--- config.mk ---
export PLATFORM = sky130hd
export DESIGN_NAME = bcd_counter_ndigit
export DESIGN_NICKNAME = d
export VERILOG_FILES = /design/src/rtl/bcd_counter_ndigit.sv
export SDC_FILE = /design/constraint.sdc
export NUM_CORES = 1
export LEC_CHECK = 0
export CAP_MARGIN = 40
export CORE_ASPECT_RATIO = 0.75
export CORE_MARGIN = 5
export CORE_UTILIZATION = 55
export CTS_BUF_LIST = sky130_fd_sc_hd__clkbuf_16
export CTS_CLUSTER_SIZE = 10
export DETAILED_ROUTE_END_ITERATION = 16
export PLACE_DENSITY = 0.87
export SLEW_MARGIN = 25
export SYNTH_ARGS = -nofsm -noshare
export SYNTH_HDL_FRONTEND = slang
export SYNTH_SLANG_ARGS = --single-unit
export TNS_END_PERCENT = 100
--- constraint.sdc ---
create_clock -name clk -period 6.7 [get_ports clk]
set_clock_uncertainty 0.2 [all_clocks]
set_input_delay 1.34 -clock clk [delete_from_list [all_inputs] [get_ports clk]]
set_output_delay 1.34 -clock clk [all_outputs]
set_load 0.01 [all_outputs]
--- src/rtl/bcd_counter_ndigit.sv ---
// bcd_counter_ndigit: registered N-digit BCD up/down counter with wrap/saturate,
// synchronous clear/load (sanitised), and registered carry/load_err pulses.
module bcd_counter_ndigit #(
  parameter int DIGITS = 5,
  parameter bit WRAP   = 1'b1
) (
  input  logic                clk,
  input  logic                reset_n,
  input  logic                clear,
  input  logic                load,
  input  logic [4*DIGITS-1:0] load_value,
  input  logic                enable,
  input  logic                up,
  output logic [4*DIGITS-1:0] count,
  output logic                carry,
  output logic                at_max,
  output logic                at_min,
  output logic                load_err
);
  localparam int W = 4*DIGITS;
  logic [W-1:0] count_q, count_d, inc_v, dec_v, load_v;
  logic carry_q, carry_d, load_err_q, load_err_d;
  logic [DIGITS:0] inc_c, dec_c;
  logic [DIGITS-1:0] bad;
  assign inc_c[0] = 1'b1;
  assign dec_c[0] = 1'b1;
  // inc_c[d]/dec_c[d] mean all digits below d are 9/0, so the top bit flags the count limit
  for (genvar d = 0; d < DIGITS; d++) begin : g_dig
    logic [3:0] q, lv;
    assign q  = count_q[4*d +: 4];
    assign lv = load_value[4*d +: 4];
    assign inc_c[d+1] = inc_c[d] & (q == 4'd9);
    assign dec_c[d+1] = dec_c[d] & (q == 4'd0);
    assign inc_v[4*d +: 4] = inc_c[d] ? ((q == 4'd9) ? 4'd0 : q + 4'd1) : q;
    assign dec_v[4*d +: 4] = dec_c[d] ? ((q == 4'd0) ? 4'd9 : q - 4'd1) : q;
    assign bad[d] = lv > 4'd9;
    assign load_v[4*d +: 4] = bad[d] ? 4'd0 : lv;
  end
  always_comb begin
    count_d    = count_q;
    carry_d    = 1'b0;
    load_err_d = 1'b0;
    if (clear) begin
      count_d = '0;
    end else if (load) begin
      count_d    = load_v;
      load_err_d = |bad;
    end else if (enable) begin
      carry_d = up ? inc_c[DIGITS] : dec_c[DIGITS];
      count_d = (carry_d && !WRAP) ? count_q : (up ? inc_v : dec_v);
    end
  end
  always_ff @(posedge clk or negedge reset_n) begin
    if (!reset_n) begin
      count_q    <= '0;
      carry_q    <= 1'b0;
      load_err_q <= 1'b0;
    end else begin
      count_q    <= count_d;
      carry_q    <= carry_d;
      load_err_q <= load_err_d;
    end
  end
  assign count    = count_q;
  assign carry    = carry_q;
  assign load_err = load_err_q;
  assign at_max   = inc_c[DIGITS];
  assign at_min   = dec_c[DIGITS];
endmodule
==> results of run 1 <==
==> routing by layer <==
layer  GRT usage (%)  wire (um)  vias to the layer above  share of wire [%]
li1                -          -                     1068                  -
met1            35.4       2720                     1040                 45
met2            34.3       2730                       88                 45
met3            6.51        555                        4                9.2
met4            3.27         27                        0               0.45
met5               0          0                        -                  0
==> worst reg2reg max path, cell delays in order, from the launching register on <==
cell and delay, ns:
dfrtp_1 0.50, inv_1 0.11, ha_1 0.25, nor3b_1 0.17
and4_1 0.22, a32oi_1 0.35, and2_4 0.25, mux2_1 0.32
==> cells by family (layout without fill, tap and decap cells) <==
| logic type | Yosys count | after routing | share of synthesized area, % |
|---|---|---|---|
| DFF | 22 | 22 | 25.3 |
| adders and majority gates | 6 | 6 | 3.44 |
| buffers and inverters | 35 | 67 | 7.69 |
| muxes | 12 | 12 | 5.74 |
| AOI/OAI and AO/OA | 85 | 85 | 27.2 |
| xor gates and xnor gates | 10 | 10 | 4.02 |
| and+or+nand+nor | 99 | 99 | 26.6 |
==> sequential cells by signal, indices dropped and copies added, names as in the netlist <==
register	count
carry	1
count	20
load_err	1
==> layout by cell type, fill, tap and decap left out, types with 3 or more instances in the layout <==
cell and instances:
xnor2_1 8, o21ai_0 16, clkdlybuf4s50_1 49, and3_1 3, dfrtp_1 22, nand2_1 17, ha_1 6, nor2_1 17
nor2b_1 7, o31ai_1 4, nand2b_1 6, nor4_1 5, o21bai_1 3, a2111oi_0 3, clkbuf_16 3, inv_1 12
a31oi_1 6, nor3b_1 6, a32oi_1 3, nor3_1 7, o32ai_1 3, o21ai_1 4, mux2i_1 8, mux2_2 3
a21oi_1 13, or2_2 3, a211oi_1 7, nand3b_1 3, nand3_1 11
==> how the worst min path moves through the flow <==
stage	endpoint	slack (ns)	cells past startpoint
floorplan	count[18]$_DFFE_PN0P_	0.44	2
global route	count[18]$_DFFE_PN0P_	0.53	2
detailed placement	count[18]$_DFFE_PN0P_	0.45	2
CTS	count[18]$_DFFE_PN0P_	0.46	2
global placement	count[18]$_DFFE_PN0P_	0.44	2
finish	count[18]$_DFFE_PN0P_	0.47	2
==> through the flow <==
| stage | cell area, um2 | std cells |
|---|---|---|
| final | 2710 | 353 |
| after global routing | 2710 | 353 |
| after CTS | 2710 | 353 |
| after floorplan | 2180 | 269 |
| after detailed placement | 2640 | 349 |
| after global placement | 2620 | 348 |
==> where the power goes <==
part / internal, uW / switching [uW]
Combinational: 76.3 / 69.9
Clock: 79.8 / 50.0
Sequential: 142 / 25.6
==> final cells by class <==
| type | count | area [um2] |
|---|---|---|
| Timing Repair Buffer | 51 | 513 |
| Clock buffer | 3 | 75.1 |
| Fill cell | 309 | 1020 |
| Inverter | 12 | 45.0 |
| Multi-Input combinational cell | 212 | 1460 |
| Sequential cell | 22 | 551 |
| Clock inverter | 1 | 3.75 |
| Tap cell | 52 | 65.1 |
==> summary.txt, run 1 <==
Critical path
  • CP max stage cell: clkdlybuf4s50_1
  • Critical-path cell list: inv_1 -> ha_1 -> nand4b_2 -> or3b_1 -> nor4_2 -> clkdlybuf4s50_1
  • Crit path to: at_max
  • Critical Path AT: 2.57 ns
  • R2R depth: 7
  • Worst reg2reg endpoint: count[19]$_DFFE_PN0P_
  • Top delay family on crit path: simple AND/OR/NAND/NOR gates
  • Number of cells on the critical path: 6
  • Setup crit start kind: register
  • Endpoint class of the critical path: output pin
  • Worst Path Buf+Inv: 2
  • Critical path peak fanout: 7
  • CP Launch Point: count[1]$_DFFE_PN0P_
  • CP Data Required Time: 5.16 ns
  • Max incr delay on CP: 0.60 ns
  • CP Class: register to output pin
  • RR Startpoint: count[0]$_DFFE_PN0P_
  • Worst R2R Setup Slack: 4.19 ns

Clock network
  • Post_cts resized: 0
  • H-Tree Depth: 1
  • CTS tree: done
  • CTS clk-pin slew, worst paths: 0.06 ns
  • CTS Buffer Depth: 2
  • CTS Hold Bufs: 0
  • Skew-Pair Late Insertion Delay: 0.26 ns
  • Total CTS buffers: 3
  • Root buf cell: clkbuf_16
  • Clock Sinks: 22
  • Setup Buffers After CTS: 0

Pwr
  • LEAKAGE: 0.00103 uW
  • PnR Total Power: 443 uW
  • Peak supply drop: 0.168 mV
  • PD cells: 163 nW/um2

Finish
  • Final design utilization: 72.7%
  • Fraction of layout cells with a size suffix above 1: 6.64%
  • Synthesis-to-finish area growth: 24.5%
  • Fin nets: 334
  • # diodes: 0

STA
  • Final worst setup slack: 2.59 ns
  • FMAX: 243 MHz
  • Final period util: 61.4%
  • Worst slew pin tran: 0.728 ns
  • Final hold vios: 0
  • Crit path time final: 4.11 ns
  • RSZ-0062 raised after global routing: no
  • WHS: 0.470 ns
  • Setup TNS: 0 ns
  • Slew Limit Fails: 0
  • Final setup vio count: 0
  • Max_slew headroom: 51.3%

Global route
  • Largest net degree at the start of global routing: 42
  • Initial antenna violation count: 0
  • Vias in the first global route: 2,006
  • Total GRT Usage: 23.5%
  • Overflow after GRT: 0
  • First-pass GRT wire length: 9.89 mm

Die
  • # IOs: 50
  • Placeable Area: 3730 um2
  • Initial Util: 58.4%
  • Die area: 5340 um2
  • Num rows: 19
  • Die Span X: 82.7 um
  • Chip height: 64.5 um

Synthesis
  • Post-Synthesis Net Count: 301
  • Seq cells post-synth: 22
  • EDFF count, synth: 0
  • Commonest cells post-synth: 22 x dfrtp_1, 17 x nand2_1, 17 x nor2_1
  • Share of the synthesized area in the top cell type: 25.3%
  • Cell with the most instances after synthesis: dfrtp_1
  • Yosys cell types: 67
  • Syn avg cell area: 8.10 um2
  • Gate count of the mapped netlist: 269
  • Area contributors post-synth: dfrtp_1 25%, mux2i_1 3.7%, o21ai_0 3.7%, ha_1 3.4%, xnor2_1 3.2%
  • Async set or reset register ratio after synthesis: 100%
  • Post-synth top flop: dfrtp_1
  • Synth warnings: 0
  • Post-synthesis sequential area ratio: 25.3%
  • Largest area contributor in the netlist: dfrtp_1
  • Synthesized area: 2180 um2

Flow run
  • Reported max-cap violation count: 0

Routing
  • Detailed Route Iter0 Violations: 134
  • Via count: 2,200
  • DRC: 0
  • Via density: 6.23
  • DR pass1 iterations: 4
  • Post-route ant nets: 0
  • Overall routed net length: 6.03 mm
  • DR WL/cell: 17.1 um

Outcome
  • Outcome: finished, final reports clean

Placement
  • Final GP Congestion: 0.886
  • Hpwl dp: 4.40 mm
  • Place WS: 2.87 ns
  • IO buf count: 49

Worst hold path
  • Worst hold path type: register to register
  • Hold path start: count[18]$_DFFE_PN0P_
No activity file was read; power rests on OpenSTA's default activity.
==> run 2: changes to the inputs <==
CORE_UTILIZATION = 51   (was 55)
PLACE_DENSITY = 0.81   (was 0.87)
clock period = 4.2 ns   (was 6.7 ns; I/O delays follow)
==> run 2 against run 1 <==
Effect of this change: routed wire length rose by 0.73%; final cell count rose by 1.7%; critical endpoint is now at_min; worst setup slack got worse by 2.0 ns; critical path type unchanged; via count fell by 0.32%; core utilization fell by 5.7 points; sequential cell count did not move; combinational power rose by 61%; clock power rose by 54%; non-clock buffer count rose by 4; highest routed layer unchanged.
==> summary.txt, run 2 (synthesized netlist as in run 1, its figures left out) <==
Finish
  • Fraction of layout cells with a size suffix above 1: 8.22% (+1.6 points)
  • Most frequent cells in the layout: 48 x clkdlybuf4s50_1, 22 x dfrtp_1, 17 x nand2_1, 17 x nor2_1, 16 x o21ai_0
  • Synthesis-to-finish area growth: 25.3%
  • Final design instance area without fill: 2730 um2 (+0.65%)
  • Most common cell after layout, fill and taps aside: clkdlybuf4s50_1
  • Max reg flops: 20 (unchanged)
  • # diodes: 0 (unchanged)
  • Fin nets: 338 (+1.2%)
  • Final design utilization: 67.0% (-5.7 points)

Critical path
  • Endpoint class of the critical path: output pin
  • Critical path peak fanout: 9 (+2)
  • Critical Path AT: 2.58 ns (about the same)
  • CP Launch Point: count[0]$_DFFE_PN0P_
  • RR Startpoint: count[0]$_DFFE_PN0P_
  • R2R depth: 7 (unchanged)
  • CP Class: register to output pin
  • Worst reg2reg endpoint: count[19]$_DFFE_PN0P_
  • Top delay family on crit path: simple AND/OR/NAND/NOR gates
  • Crit path to: at_min
  • CP Data Required Time: 3.16 ns (-2.00 ns)
  • Worst R2R Setup Slack: 1.71 ns (-2.48 ns)
  • Critical-path cell list: inv_1 -> ha_1 -> nor3b_1 -> nand3_1 -> nor4_1 -> and3b_1 -> clkdlybuf4s50_1
  • Max incr delay on CP: 0.53 ns (-0.07 ns)
  • Number of cells on the critical path: 7 (+1)
  • CP max stage cell: clkdlybuf4s50_1
  • Worst Path Buf+Inv: 2 (unchanged)
  • Setup crit start kind: register

Clock network
  • CTS Buffer Depth: 2 (unchanged)
  • H-Tree Depth: 1 (unchanged)
  • CTS Hold Bufs: 0 (unchanged)
  • CTS clk-pin slew, worst paths: 0.06 ns (about the same)
  • Setup Buffers After CTS: 0 (unchanged)
  • Post_cts resized: 0 (unchanged)
  • CTS tree: done
  • Clock Sinks: 22 (unchanged)
  • Root buf cell: clkbuf_16
  • Total CTS buffers: 3 (unchanged)
  • Skew-Pair Late Insertion Delay: 0.25 ns (about the same)

STA
  • Final period util: 86.2%
  • FMAX: 276 MHz
  • Final hold vios: 0 (unchanged)
  • Final worst setup slack: 0.581 ns (-2.01 ns)
  • WHS: 0.357 ns (-0.113 ns)
  • RSZ-0062 raised after global routing: no
  • Worst slew pin tran: 0.522 ns (-0.206 ns)
  • Crit path time final: 3.62 ns
  • Setup TNS: 0 ns (unchanged)
  • Slew Limit Fails: 0 (unchanged)
  • Max_slew headroom: 65.2% (+14 points)
  • Final setup vio count: 0 (unchanged)

Placement
  • Hpwl dp: 4.56 mm (+3.8%)
  • Place WS: 0.878 ns (-1.99 ns)
  • Placed cell area: 2660 um2 (+0.81%)
  • IO buf count: 49 (unchanged)
  • Final GP Congestion: 0.899 (+1.5%)

Routing
  • Via density: 6.11 (-2.0%)
  • Detailed Route Iter0 Violations: 164 (+22%)
  • Via count: 2,193 (-0.32%)
  • DR WL/cell: 16.9 um (-0.95%)
  • Post-route ant nets: 0 (unchanged)
  • DRC: 0 (unchanged)
  • Overall routed net length: 6.07 mm (+0.73%)
  • DR pass1 iterations: 4 (unchanged)

Flow run
  • Reported max-cap violation count: 0 (unchanged)

Pwr
  • PD cells: 257 nW/um2 (+58%)
  • Switching Share: 32.4% (-0.40 points)
  • Peak supply drop: 0.225 mV (+34%)
  • Seq pwr share: 38.1% (+0.3 points)
  • LEAKAGE: 0.00105 uW (+1.5%)
  • P_sw: 228 uW (+57%)
  • Internal Power: 475 uW (+60%)
  • Clk pwr share: 28.5% (-0.8 points)
  • Logic gate share of total power: 33.4% (+0.4 points)

Global route
  • Total GRT Usage: 22.5% (-1.1 points)
  • Vias in the first global route: 2,027 (+1.0%)
  • First-pass GRT wire length: 10.1 mm (+2.4%)
  • Initial antenna violation count: 0 (unchanged)
  • Overflow after GRT: 0 (unchanged)
  • Largest net degree at the start of global routing: 23 (-45%)

Die
  • Die area: 5690 um2 (+6.7%)
  • Placeable Area: 4080 um2 (+9.3%)
  • Chip height: 66.6 um (+3.2%)
  • # IOs: 50 (unchanged)
  • Die Span X: 85.5 um (+3.4%)
  • Initial Util: 53.4% (-5.0 points)
  • Num rows: 20 (+1)

Worst hold path
  • Worst hold path type: primary input to asynchronous set/reset pin

Outcome
  • Outcome: finished, final reports clean
## run 2: worst min path at each step
| stage | startpoint | end | slack, ns | depth (start not counted) |
|---|---|---|---|---|
| detailed placement | count[18]$_DFFE_PN0P_ | count[18]$_DFFE_PN0P_ | 0.44 | 2 |
| global placement | count[18]$_DFFE_PN0P_ | count[18]$_DFFE_PN0P_ | 0.42 | 2 |
| finish | reset_n | carry$_DFF_PN0_ | 0.36 | 1 |
| global route | reset_n | count[1]$_DFFE_PN0P_ | 0.40 | 1 |
| floorplan | reset_n | carry$_DFF_PN0_ | 0.34 | 0 |
| CTS | reset_n | carry$_DFF_PN0_ | 0.38 | 1 |
## run 2: final cells by class
cell class / instances / area, um2
Clock buffer: 3 / 75.1
Fill cell: 338 / 1350
Inverter: 12 / 45.0
Multi-Input combinational cell: 212 / 1460
Sequential cell: 22 / 551
Tap cell: 55 / 68.8
Timing Repair Buffer: 55 / 531
## run 2: routing by layer
metal | wire [um] | GRT usage [%]
met2 | 2740 | 35.3
met3 | 468 | 4.45
met5 | 0 | 0
met4 | 100 | 6.52
met1 | 2770 | 31.2
## run 2: metrics by stage
| step | total power [uW] | cells |
|---|---|---|
| 2_1_floorplan | 412 | 269 |
| 3_3_place_gp | 500 | 356 |
| 3_5_place_dp | 504 | 356 |
| 4_1_cts | 707 | 359 |
| 5_1_grt | 749 | 359 |
| 6_report | 703 | 359 |
## run 2: power groups by stage
| stage | logic [uW] | registers, uW | clock network (uW) |
|---|---|---|---|
| finish | 235 | 268 | 200 |
| global route | 259 | 273 | 217 |
| CTS | 235 | 267 | 205 |
| detailed placement | 233 | 270 | 0 |
| global placement | 231 | 269 | 0 |
| floorplan | 159 | 253 | 0 |
